File: config.mk
export PLATFORM = sky130hd
export DESIGN_NAME = awgn_err_check
export DESIGN_NICKNAME = d
export VERILOG_FILES = /design/src/rtl/awgn_err_check.sv
export SDC_FILE = /design/constraint.sdc
export NUM_CORES = 1
export LEC_CHECK = 0
export ABC_AREA = 1
export CORE_MARGIN = 4
export CORE_UTILIZATION = 40
export DETAILED_ROUTE_END_ITERATION = 12
export HOLD_SLACK_MARGIN = 0.15
export PLACE_DENSITY = 0.63
export SKIP_CTS_REPAIR_TIMING = 1
export SYNTH_ARGS = -nofsm -noshare
export SYNTH_HDL_FRONTEND = slang
export SYNTH_SLANG_ARGS = --single-unit
File: constraint.sdc
create_clock -name clk -period 7.1 [get_ports clk]
set_clock_uncertainty 0.2 [all_clocks]
set_input_delay 1.42 -clock clk [delete_from_list [all_inputs] [get_ports clk]]
set_output_delay 1.42 -clock clk [all_outputs]
set_load 0.02 [all_outputs]
File: src/rtl/awgn_err_check.sv
// Bit-error checker: compares a generator's sample stream against a golden reference
// over one run of N_SAMPLES pairs, and counts mismatching samples and mismatching bits.
module awgn_err_check #(
    parameter int W         = 16,
    parameter int N_SAMPLES = 10000,
    parameter int CNT_W     = 32
) (
    input  logic             clk,
    input  logic             rst_n,
    input  logic             start,
    input  logic [W-1:0]     mask,
    input  logic             dut_valid,
    input  logic [W-1:0]     dut_data,
    output logic             dut_ready,
    input  logic             ref_valid,
    input  logic [W-1:0]     ref_data,
    output logic             ref_ready,
    output logic             busy,
    output logic             done,
    output logic             err_pulse,
    output logic [CNT_W-1:0] err_idx,
    output logic [CNT_W-1:0] sample_err_cnt,
    output logic [CNT_W-1:0] bit_err_cnt,
    output logic             first_err_valid,
    output logic [CNT_W-1:0] first_err_idx
);

    typedef enum logic [1:0] {S_IDLE, S_RUN, S_DRAIN, S_DONE} state_t;

    localparam int               POP_W    = $clog2(W + 1);
    localparam int               SUM_W    = ((CNT_W > POP_W) ? CNT_W : POP_W) + 1;
    localparam logic [CNT_W-1:0] LAST_IDX = CNT_W'(N_SAMPLES - 1);
    localparam logic [CNT_W-1:0] CNT_MAX  = '1;

    state_t             r_state, w_state_next;
    logic [CNT_W-1:0]   r_idx;
    logic               r_s1_valid;
    logic [W-1:0]       r_s1_x;
    logic [CNT_W-1:0]   r_s1_idx;
    logic               r_err_pulse;
    logic [CNT_W-1:0]   r_err_idx;
    logic [CNT_W-1:0]   r_sample_err_cnt;
    logic [CNT_W-1:0]   r_bit_err_cnt;
    logic               r_first_err_valid;
    logic [CNT_W-1:0]   r_first_err_idx;

    logic               w_fire;
    logic               w_start;
    logic               w_s1_err;
    logic [POP_W-1:0]   w_pop;
    logic [SUM_W-1:0]   w_bit_sum;
    logic [CNT_W-1:0]   w_bit_next;
    logic [CNT_W-1:0]   w_sample_next;

    // Both streams advance together or not at all, so they can never slip apart.
    assign w_fire  = (r_state == S_RUN) && dut_valid && ref_valid;
    assign w_start = start && ((r_state == S_IDLE) || (r_state == S_DONE));

    // NOTE: every always_comb output gets a default first, so no path leaves it unassigned (no latch).
    always_comb begin
        w_state_next = r_state;
        case (r_state)
            S_IDLE, S_DONE: if (start) w_state_next = S_RUN;
            S_RUN:          if (w_fire && (r_idx == LAST_IDX)) w_state_next = S_DRAIN;
            // Stage 1 already holds the last pair, so one DRAIN cycle lets stage 2 finish.
            S_DRAIN:        w_state_next = S_DONE;
            default:        w_state_next = S_IDLE;
        endcase
    end

    always_comb begin
        w_pop = '0;
        for (int i = 0; i < W; i++) w_pop = w_pop + POP_W'(r_s1_x[i]);
    end

    assign w_s1_err      = r_s1_valid && (|r_s1_x);
    assign w_bit_sum     = SUM_W'(r_bit_err_cnt) + SUM_W'(w_pop);
    assign w_bit_next    = (w_bit_sum > SUM_W'(CNT_MAX)) ? CNT_MAX : CNT_W'(w_bit_sum);
    assign w_sample_next = (r_sample_err_cnt == CNT_MAX) ? CNT_MAX : r_sample_err_cnt + CNT_W'(1);

    // NOTE: sequential state uses non-blocking assignments only, so every register samples pre-edge values.
    always_ff @(posedge clk or negedge rst_n) begin
        if (!rst_n) r_state <= S_IDLE;
        else        r_state <= w_state_next;
    end

    // NOTE: the pipeline data is reset along with its valid so outputs are fully defined out of reset.
    always_ff @(posedge clk or negedge rst_n) begin
        if (!rst_n) begin
            r_idx             <= '0;
            r_s1_valid        <= 1'b0;
            r_s1_x            <= '0;
            r_s1_idx          <= '0;
            r_err_pulse       <= 1'b0;
            r_err_idx         <= '0;
            r_sample_err_cnt  <= '0;
            r_bit_err_cnt     <= '0;
            r_first_err_valid <= 1'b0;
            r_first_err_idx   <= '0;
        end else begin
            r_err_pulse <= 1'b0;
            if (w_start) begin
                r_idx             <= '0;
                r_s1_valid        <= 1'b0;
                r_err_idx         <= '0;
                r_sample_err_cnt  <= '0;
                r_bit_err_cnt     <= '0;
                r_first_err_valid <= 1'b0;
                r_first_err_idx   <= '0;
            end else begin
                r_s1_valid <= w_fire;
                if (w_fire) begin
                    r_s1_x   <= (dut_data ^ ref_data) & mask;
                    r_s1_idx <= r_idx;
                    r_idx    <= r_idx + CNT_W'(1);
                end
                if (w_s1_err) begin
                    r_err_pulse      <= 1'b1;
                    r_err_idx        <= r_s1_idx;
                    r_sample_err_cnt <= w_sample_next;
                    r_bit_err_cnt    <= w_bit_next;
                    if (!r_first_err_valid) begin
                        r_first_err_valid <= 1'b1;
                        r_first_err_idx   <= r_s1_idx;
                    end
                end
            end
        end
    end

    assign dut_ready       = w_fire;
    assign ref_ready       = w_fire;
    assign busy            = (r_state == S_RUN) || (r_state == S_DRAIN);
    assign done            = (r_state == S_DONE);
    assign err_pulse       = r_err_pulse;
    assign err_idx         = r_err_idx;
    assign sample_err_cnt  = r_sample_err_cnt;
    assign bit_err_cnt     = r_bit_err_cnt;
    assign first_err_valid = r_first_err_valid;
    assign first_err_idx   = r_first_err_idx;

endmodule

## Word level (Yosys, flattened, before mapping)

Index checks and enable logic that the tools add are counted.

- Logic and storage cells: 77
- Output and inout bits: 134
- Input bits: 53
- Register bits: 213

- Add/subtract/negate cells: 18
- $lt $le $gt $ge: 1
- Equal/unequal tests: 8
- Muxes and demuxes: 21
- Bitwise gates (word level): 3
- Reduce and logical (&&, ||, !) cells: 15

Operators by type and width:

| kind | number |
|---|---|
| 32-bit 2-to-1 mux | 13 |
| 32-bit by 1-bit adder with 32-bit output, second input constant | 2 |
| 5-bit by 1-bit adder with 5-bit output | 11 |
| 32-bit by 5-bit adder with 33-bit output | 1 |
| 33-bit by 32-bit > comparator with 1-bit output, second input constant | 1 |
| 32-bit by 14-bit == test with 1-bit output, second input constant | 1 |
| 32-bit == test, second input constant | 1 |
| 16-bit bitwise AND | 1 |
| 16-bit OR reduction | 1 |
| 16-bit XOR | 1 |
| 2-bit one-hot mux with 3 select lines | 1 |
| 2-bit AND reduction | 3 |
| 4-bit by 1-bit adder with 5-bit output | 1 |
| 1-bit logical AND | 5 |
| 1-bit 2-to-1 mux | 5 |
| 3-bit by 1-bit adder with 4-bit output | 1 |
| 2-bit == test, second input constant | 2 |
| 2-bit 2-to-1 mux | 2 |
| 2-bit by 1-bit != test with 1-bit output, second input constant | 2 |
| 2-bit nonzero test | 2 |
| 2-bit by 1-bit adder with 3-bit output | 1 |
| 1-bit by 1-bit adder with 2-bit output | 1 |
| 2-bit by 1-bit == test with 1-bit output, second input constant | 1 |
| 2-bit logical NOT | 1 |
| 4 further kinds | 5 |

## Depth between registers and ports, before layout

Gate-level depths: netlist of run 1.

- Depth after elaboration: 20
- Mapped depth: 21
- Mapped depth without buffers: 21

## Worst setup path before layout of run 1

Ideal clock, no wire load.

- Path type: register to register
- Start: reg r_bit_err_cnt[0], in the netlist bit_err_cnt[0]
- End: reg r_bit_err_cnt[17], in the netlist bit_err_cnt[17]
- Data required time: 6.835 ns
- Path slack: 2.827 ns
- Setup time: 0.065 ns
- Clock period less this slack: 4.273 ns
- Cell stages (with the launch flop): 18
- Arrival: 4.008 ns
- Buffers on the path: 1
- Cell sequence: dfrtp_1 -> fa_1 -> inv_1 -> fa_1 -> fa_1 -> fa_1 -> fa_1 -> inv_1 -> fa_1 -> nand2_1 -> nand2_1 -> nand3_1 -> nand2_2 -> nand4_4 -> buf_6 -> nand3_1 -> nand2_1 -> nand2_1

- Longest elaborated chain between the ends: 5

RTL lines:

| item | RTL line | source |
|---|---|---|
| from (decl) | 43 | `logic [CNT_W-1:0] r_bit_err_cnt;` |
| from (signal assigned) | 121 | `r_bit_err_cnt <= w_bit_next;` |
| 32-bit by 5-bit adder with 33-bit output * | 77 | `assign w_bit_sum = SUM_W'(r_bit_err_cnt) + SUM_W'(w_pop);` |
| 33-bit by 32-bit > comparator with 1-bit output | 78 | `assign w_bit_next = (w_bit_sum > SUM_W'(CNT_MAX)) ? CNT_MAX : CNT_W'(w_bit_sum);` |
| 32-bit 2-to-1 mux * | 78 |  |
| 32-bit 2-to-1 mux * | 117 | `if (w_s1_err) begin` |
| 32-bit 2-to-1 mux * | 102 | `if (w_start) begin` |

Mark *: on every way between the ends. The rest lies on a longest branch, timed or not. The select of a mux whose other input is x is not followed.
A chain may end at the register's enable or synchronous reset.

## Worst setup path in the final report of run 1

- Start: reg r_bit_err_cnt[0], in the netlist bit_err_cnt[0]
- End: reg r_bit_err_cnt[6], in the netlist bit_err_cnt[6]

The elaborated chain is that of the path after synthesis.

==> results of run 1 <==
-- metal layers --
| metal | up-vias | wire length (um) | global-route usage (%) |
|---|---|---|---|
| met1 | 5146 | 14800 | 29.2 |
| met2 | 325 | 15500 | 33.8 |
| met3 | 46 | 2080 | 2.61 |
| met5 | - | 0 | 0 |
| li1 | 5430 | - | - |
| met4 | 0 | 734 | 5.08 |
-- layout make-up --
class | count | area, um^2
multi-input combinational | 1187 | 5540
fill | 2759 | 14100
sequential | 213 | 5330
timing repair buffer | 193 | 1920
inverter | 150 | 563
tap | 384 | 480
clock inverter | 12 | 185
clock buffer | 32 | 701
-- flip-flops by register name (all words and copies together), names as in the netlist --
name	flops
bit_err_cnt	32
err_idx	32
err_pulse	1
first_err_idx	32
first_err_valid	1
r_idx	32
r_s1_idx	32
r_s1_valid	1
r_s1_x	16
r_state	2
sample_err_cnt	32
-- cell families (layout without fill, tap and decap cells) --
group | count (synthesis) | count (layout) | share of synthesized area [%]
buffers and inverters | 199 | 387 | 7.17
adders and majority gates | 24 | 24 | 3.34
AOI/OAI and AO/OA | 176 | 176 | 7.66
DFF | 213 | 213 | 45.6
xor gates and xnor gates | 14 | 14 | 1.05
and+or+nand+nor | 973 | 973 | 35.2
-- synth_stat cells (5+ instances only) --
cell type | count | area share [%]
inv_1 | 144 | 4.6
nor2_2 | 7 | 0.37
buf_2 | 22 | 0.94
nand3_1 | 92 | 3.9
nand2_1 | 611 | 20
ha_1 | 12 | 1.3
nand3b_1 | 14 | 0.90
nand2_2 | 7 | 0.37
buf_4 | 9 | 0.58
or2_2 | 19 | 1.0
nor2_1 | 145 | 4.7
xor2_1 | 13 | 0.97
nor3_1 | 30 | 1.3
o21ai_0 | 134 | 5.7
clkbuf_1 | 14 | 0.45
a21oi_1 | 12 | 0.51
inv_2 | 5 | 0.16
dfrtp_1 | 213 | 46
nand4_1 | 41 | 2.2
o21ai_1 | 24 | 1.0
fa_1 | 12 | 2.1
-- final timing paths --
check | start | end | slack, ns
worst min register to register | err_idx[5] | err_idx[5] | 0.27
max in group asynchronous | rst_n | r_state[0] | 4.64
worst max register to register | bit_err_cnt[0] | bit_err_cnt[6] | 2.38
min in group asynchronous | rst_n | bit_err_cnt[24] | 0.71
worst max-delay path | bit_err_cnt[0] | bit_err_cnt[6] | 2.38
worst min-delay path | err_idx[5] | err_idx[5] | 0.27
-- worst max-delay path, cell delays in order (launching register included) --
cell	delay (ns)
dfrtp_1	0.42
fa_1	0.54
inv_1	0.05
fa_1	0.47
fa_1	0.56
fa_1	0.44
fa_1	0.38
inv_1	0.13
fa_1	0.20
nand2_1	0.08
nand2_1	0.15
nand3_1	0.11
nand2_2	0.24
nand4_4	0.30
nand2_1	0.17
nand2_1	0.06
o21ai_0	0.11
-- where the power goes --
part           total [mW]  internal (mW)  switching (mW)
Clock                1.36          0.842           0.514
Sequential           1.54           1.41           0.134
Combinational        1.95          0.679            1.27
Total                4.85           2.93            1.92
-- through the flow --
step / setup WS (ns) / hold WS, ns / power, mW
final: 2.38 / 0.268 / 4.85
after global routing: 2.08 / 0.307 / 5.23
after CTS: 2.37 / 0.272 / 4.88
after detailed placement: 2.37 / 0.259 / 3.50
after global placement: 2.44 / 0.256 / 3.46
after floorplan: 2.83 / 0.249 / 2.88
==> flow_metrics.tcl, run 1 <==
set metrics [dict create \
    status "completed" \
    hold_viol_final 0 \
    dp_hpwl_um 24300 \
    rsz0062_at_grt "false" \
    fin_nets 1846 \
    dr_total_vias 10900 \
    io_buffers 186 \
    setup.worst_path.class "reg2reg" \
    finalCriticalPeriod_ns 4.72 \
    cts_sinks 213 \
    drc 0 \
    synthArstFlopShare_pct 100 \
    min_path_type "reg2reg" \
    fin_tns_setup_ns 0 \
    setup_viol 0 \
    grt_pass1_vias 10400 \
    cts.clk_slew.worst_paths_ns 0.06 \
    peakVddDrop_mv 0.282 \
    dr.pass1.iters 6 \
    tightest_slew_ns 1.01 \
    reg2reg_depth 16 \
    post-route-util_pct 51.1 \
    grt_max_degree 97 \
    numPlacedInstances 2127 \
    cp.arrival_ns 4.93 \
    track_usage_pct 20.6 \
    p_leak_nw 6.64 \
    grt_pass1_wl_um 53800 \
    final_cell_area_um2 14700 \
    cap_violations 0 \
    first_iter_violations 913 \
    syn2layout_area_growth_pct 25.9 \
    cts_inserted_buffers 24 \
    place_area_um2 13800 \
    synth_cell_types 35 \
    cts_tree "yes" \
    core_um2 28800 \
    syn-num-nets 1676 \
    avgSynthCellArea_um2 7.31 \
    htreeDepth 1 \
    cts_root_buffer "clkbuf_16" \
    cts_buffer_depth 3 \
    antenna_found_initial 0 \
    startpoint_type "register" \
    wire_per_inst_um 15.3 \
    powerDensity_nw_per_um2 329 \
    ys_seq_area_share_pct 45.6 \
    period_share_pct 66.5 \
    cp.required_ns 7.31 \
    insertion_delay_ns 0.53 \
    yosys_warnings 0 \
    path_max_fanout 15 \
    fp.dieW_um 179 \
    layout_commonest_cell "nand2_1" \
    drt.antenna.violating_nets 0 \
    gp_congestion 0.929 \
    final_cell_mix "nand2_1, dfrtp_1, clkdlybuf4s50_1" \
    drive_gt1_share_pct 5.54 \
    die_area_um2 32000 \
    ys_seq_elements 213 \
    overflow 0 \
    syn_area_um2 11700 \
    rows 62 \
    io_pins 187 \
    synth_cells 1599 \
    via_per_inst 5.04 \
    routed_wl_um 33200 \
    fmax_ghz 0.212 \
    die_h_um 179 \
    drv_slew 0 \
    diodes 0 \
    cp-end-kind "register" \
    ys.flop_type "dfrtp_1" \
    synth_edf_count 0 \
    hold_depth 2 \
    start_util_pct 40.6 \
    layout.cells.non_filler 2171 \
    slew_headroom_pct 32.9 \
]
No activity file was read; power rests on OpenSTA's default activity.
==> run 2, diff against run 1 <==
==> constraint.sdc (replaced) <==
create_clock -name clk -period 4.7 [get_ports clk]
set_clock_uncertainty 0.2 [all_clocks]
set_input_delay 0.94 -clock clk [delete_from_list [all_inputs] [get_ports clk]]
set_output_delay 0.94 -clock clk [all_outputs]
set_load 0.02 [all_outputs]
==> flow_metrics.tcl, run 2 (same netlist as run 1, synthesis figures left out) <==
set metrics [dict create \
    status "completed" \
    startpoint_type "register" \
    peakVddDrop_mv 0.529 \
    cap_violations 0 \
    powerDensity_nw_per_um2 488 \
    antenna_found_initial 0 \
    cts_tree "yes" \
    crit_family "adder cells" \
    setup.worst_path.class "reg2reg" \
    cts.clk_slew.worst_paths_ns 0.06 \
    fin_nets 1862 \
    p_leak_nw 6.68 \
    p_int_mw 4.35 \
    p_sw_mw 2.86 \
    gp_congestion 0.904 \
    cp_num_buf_inv 3 \
    fp.dieW_um 179 \
    routed_wl_um 34200 \
    drt.antenna.violating_nets 0 \
    cts_buffer_depth 3 \
    cts_sinks 213 \
    fillCellCount 2765 \
    period_share_pct 95.4 \
    diodes 0 \
    drc 0 \
    hold_viol_final 0 \
    ff2ff_setup_slack_ns 0.22 \
    grt_max_degree 98 \
    switching_share_pct 39.7 \
    path_cells "fa_1 -> inv_1 -> fa_1 -> fa_1 -> fa_1 -> fa_1 -> inv_1 -> fa_1 -> nand2_1 -> nand2_1 -> nand3_1 -> nand2_2 -> buf_4 -> xor2_1 -> nand2_1 -> nand2_1 -> o21ai_0" \
    grt_pass1_vias 10300 \
    cpMaxStageDelayCell "fa_1" \
    track_usage_pct 21.1 \
    timing.rr.start "bit_err_cnt[0]" \
    setup_viol 0 \
    timing.critical_path.mode_cell "fa_1" \
    rows 62 \
    die_area_um2 32000 \
    overflow 0 \
    dr.pass1.iters 6 \
    dr_total_vias 11000 \
    layout_commonest_cell "nand2_1" \
    via_per_inst 5.03 \
    post-route-util_pct 51.4 \
    insertion_delay_ns 0.52 \
    critical-path-max-stage-delay_ns 0.55 \
    r2r_end "bit_err_cnt[8]" \
    wire_per_inst_um 15.6 \
    cp.required_ns 4.87 \
    clock_power_share_pct 26.7 \
    io_pins 187 \
    io_buffers 186 \
    drv_slew 0 \
    fmax_ghz 0.223 \
    slew_headroom_pct 32.9 \
    path_max_fanout 7 \
    cp-end-kind "register" \
    htreeDepth 1 \
    finalCriticalPeriod_ns 4.48 \
    syn2layout_area_growth_pct 26.5 \
    dp_hpwl_um 24900 \
    pwr-share-seq_pct 32.0 \
    p_comb_share_pct 41.3 \
    cts_root_buffer "clkbuf_16" \
    die_h_um 179 \
    drive_gt1_share_pct 6.21 \
    tightest_slew_ns 1.00 \
    grt_pass1_wl_um 54800 \
    min_path_type "in2async" \
    start_util_pct 40.6 \
    final_cell_mix "nand2_1, dfrtp_1, clkdlybuf4s50_1" \
    reg2reg_depth 17 \
    cp.arrival_ns 4.65 \
    first_iter_violations 993 \
    core_um2 28800 \
    cts_inserted_buffers 24 \
    fin_tns_setup_ns 0 \
]
==> run 2: changes by cell type in the layout (fill, tap and decap cells not counted), moves of 2 or more <==
cell and change:
buf_12 +2, buf_4 +14, bufinv_16 -2, clkbuf_1 +3
clkbuf_8 -2, clkinv_2 +3, clkinv_4 -3
==> run 2: cell type report <==
cell class                      count  area (um^2)  area share [%]
Clock buffer                       34          709            4.80
Clock inverter                     10          105           0.711
Inverter                          150          563            3.81
Multi-Input combinational cell   1187         5540            37.4
Sequential cell                   213         5330            36.0
Tap cell                          384          480            3.25
Timing Repair Buffer              209         2060            14.0
==> run 2: metal layers <==
metal | GRT usage [%] | vias up | wire [um]
li1 | - | 5469 | -
met1 | 29.8 | 5185 | 15400
met2 | 34.8 | 310 | 16200
met3 | 2.68 | 44 | 1960
met4 | 4.57 | 0 | 548
met5 | 0 | - | 0
==> run 2: stage by stage <==
stage                     total power, mW  setup WS, ns  hold WS, ns  instances  area [um^2]
after floorplan                      4.36         0.427        0.249       1599        11700
after global placement               5.27         0.306        0.257       2133        13900
after detailed placement             5.37         0.230        0.266       2133        13900
after CTS                            7.30         0.201        0.281       2177        14700
after global routing                 7.78       -0.0216        0.255       2187        14800
final                                7.21         0.218        0.210       2187        14800
==> run 2: how the worst max path moves through the flow <==
stage	from	end	depth (start not counted)
floorplan	bit_err_cnt[0]	bit_err_cnt[17]	17
global placement	bit_err_cnt[0]	bit_err_cnt[25]	16
detailed placement	bit_err_cnt[0]	bit_err_cnt[10]	17
CTS	bit_err_cnt[0]	bit_err_cnt[10]	17
global route	bit_err_cnt[0]	bit_err_cnt[8]	17
finish	bit_err_cnt[0]	bit_err_cnt[8]	17
==> run 2: worst reg2reg max path, stage by stage, from the launching register on <==
cell and delay [ns]:
dfrtp_1 0.41, fa_1 0.55, inv_1 0.06, fa_1 0.47
fa_1 0.54, fa_1 0.43, fa_1 0.36, inv_1 0.12
fa_1 0.22, nand2_1 0.08, nand2_1 0.14, nand3_1 0.11
nand2_2 0.13, buf_4 0.17, xor2_1 0.16, nand2_1 0.07
nand2_1 0.05, o21ai_0 0.07
==> run 2: power groups by stage <==
stage	Sequential (mW)	Combinational, mW	Clock [mW]
finish	2.31	2.98	1.92
global route	2.35	3.38	2.04
CTS	2.31	3.02	1.97
detailed placement	2.34	3.02	0
global placement	2.34	2.93	0
floorplan	2.46	1.90	0
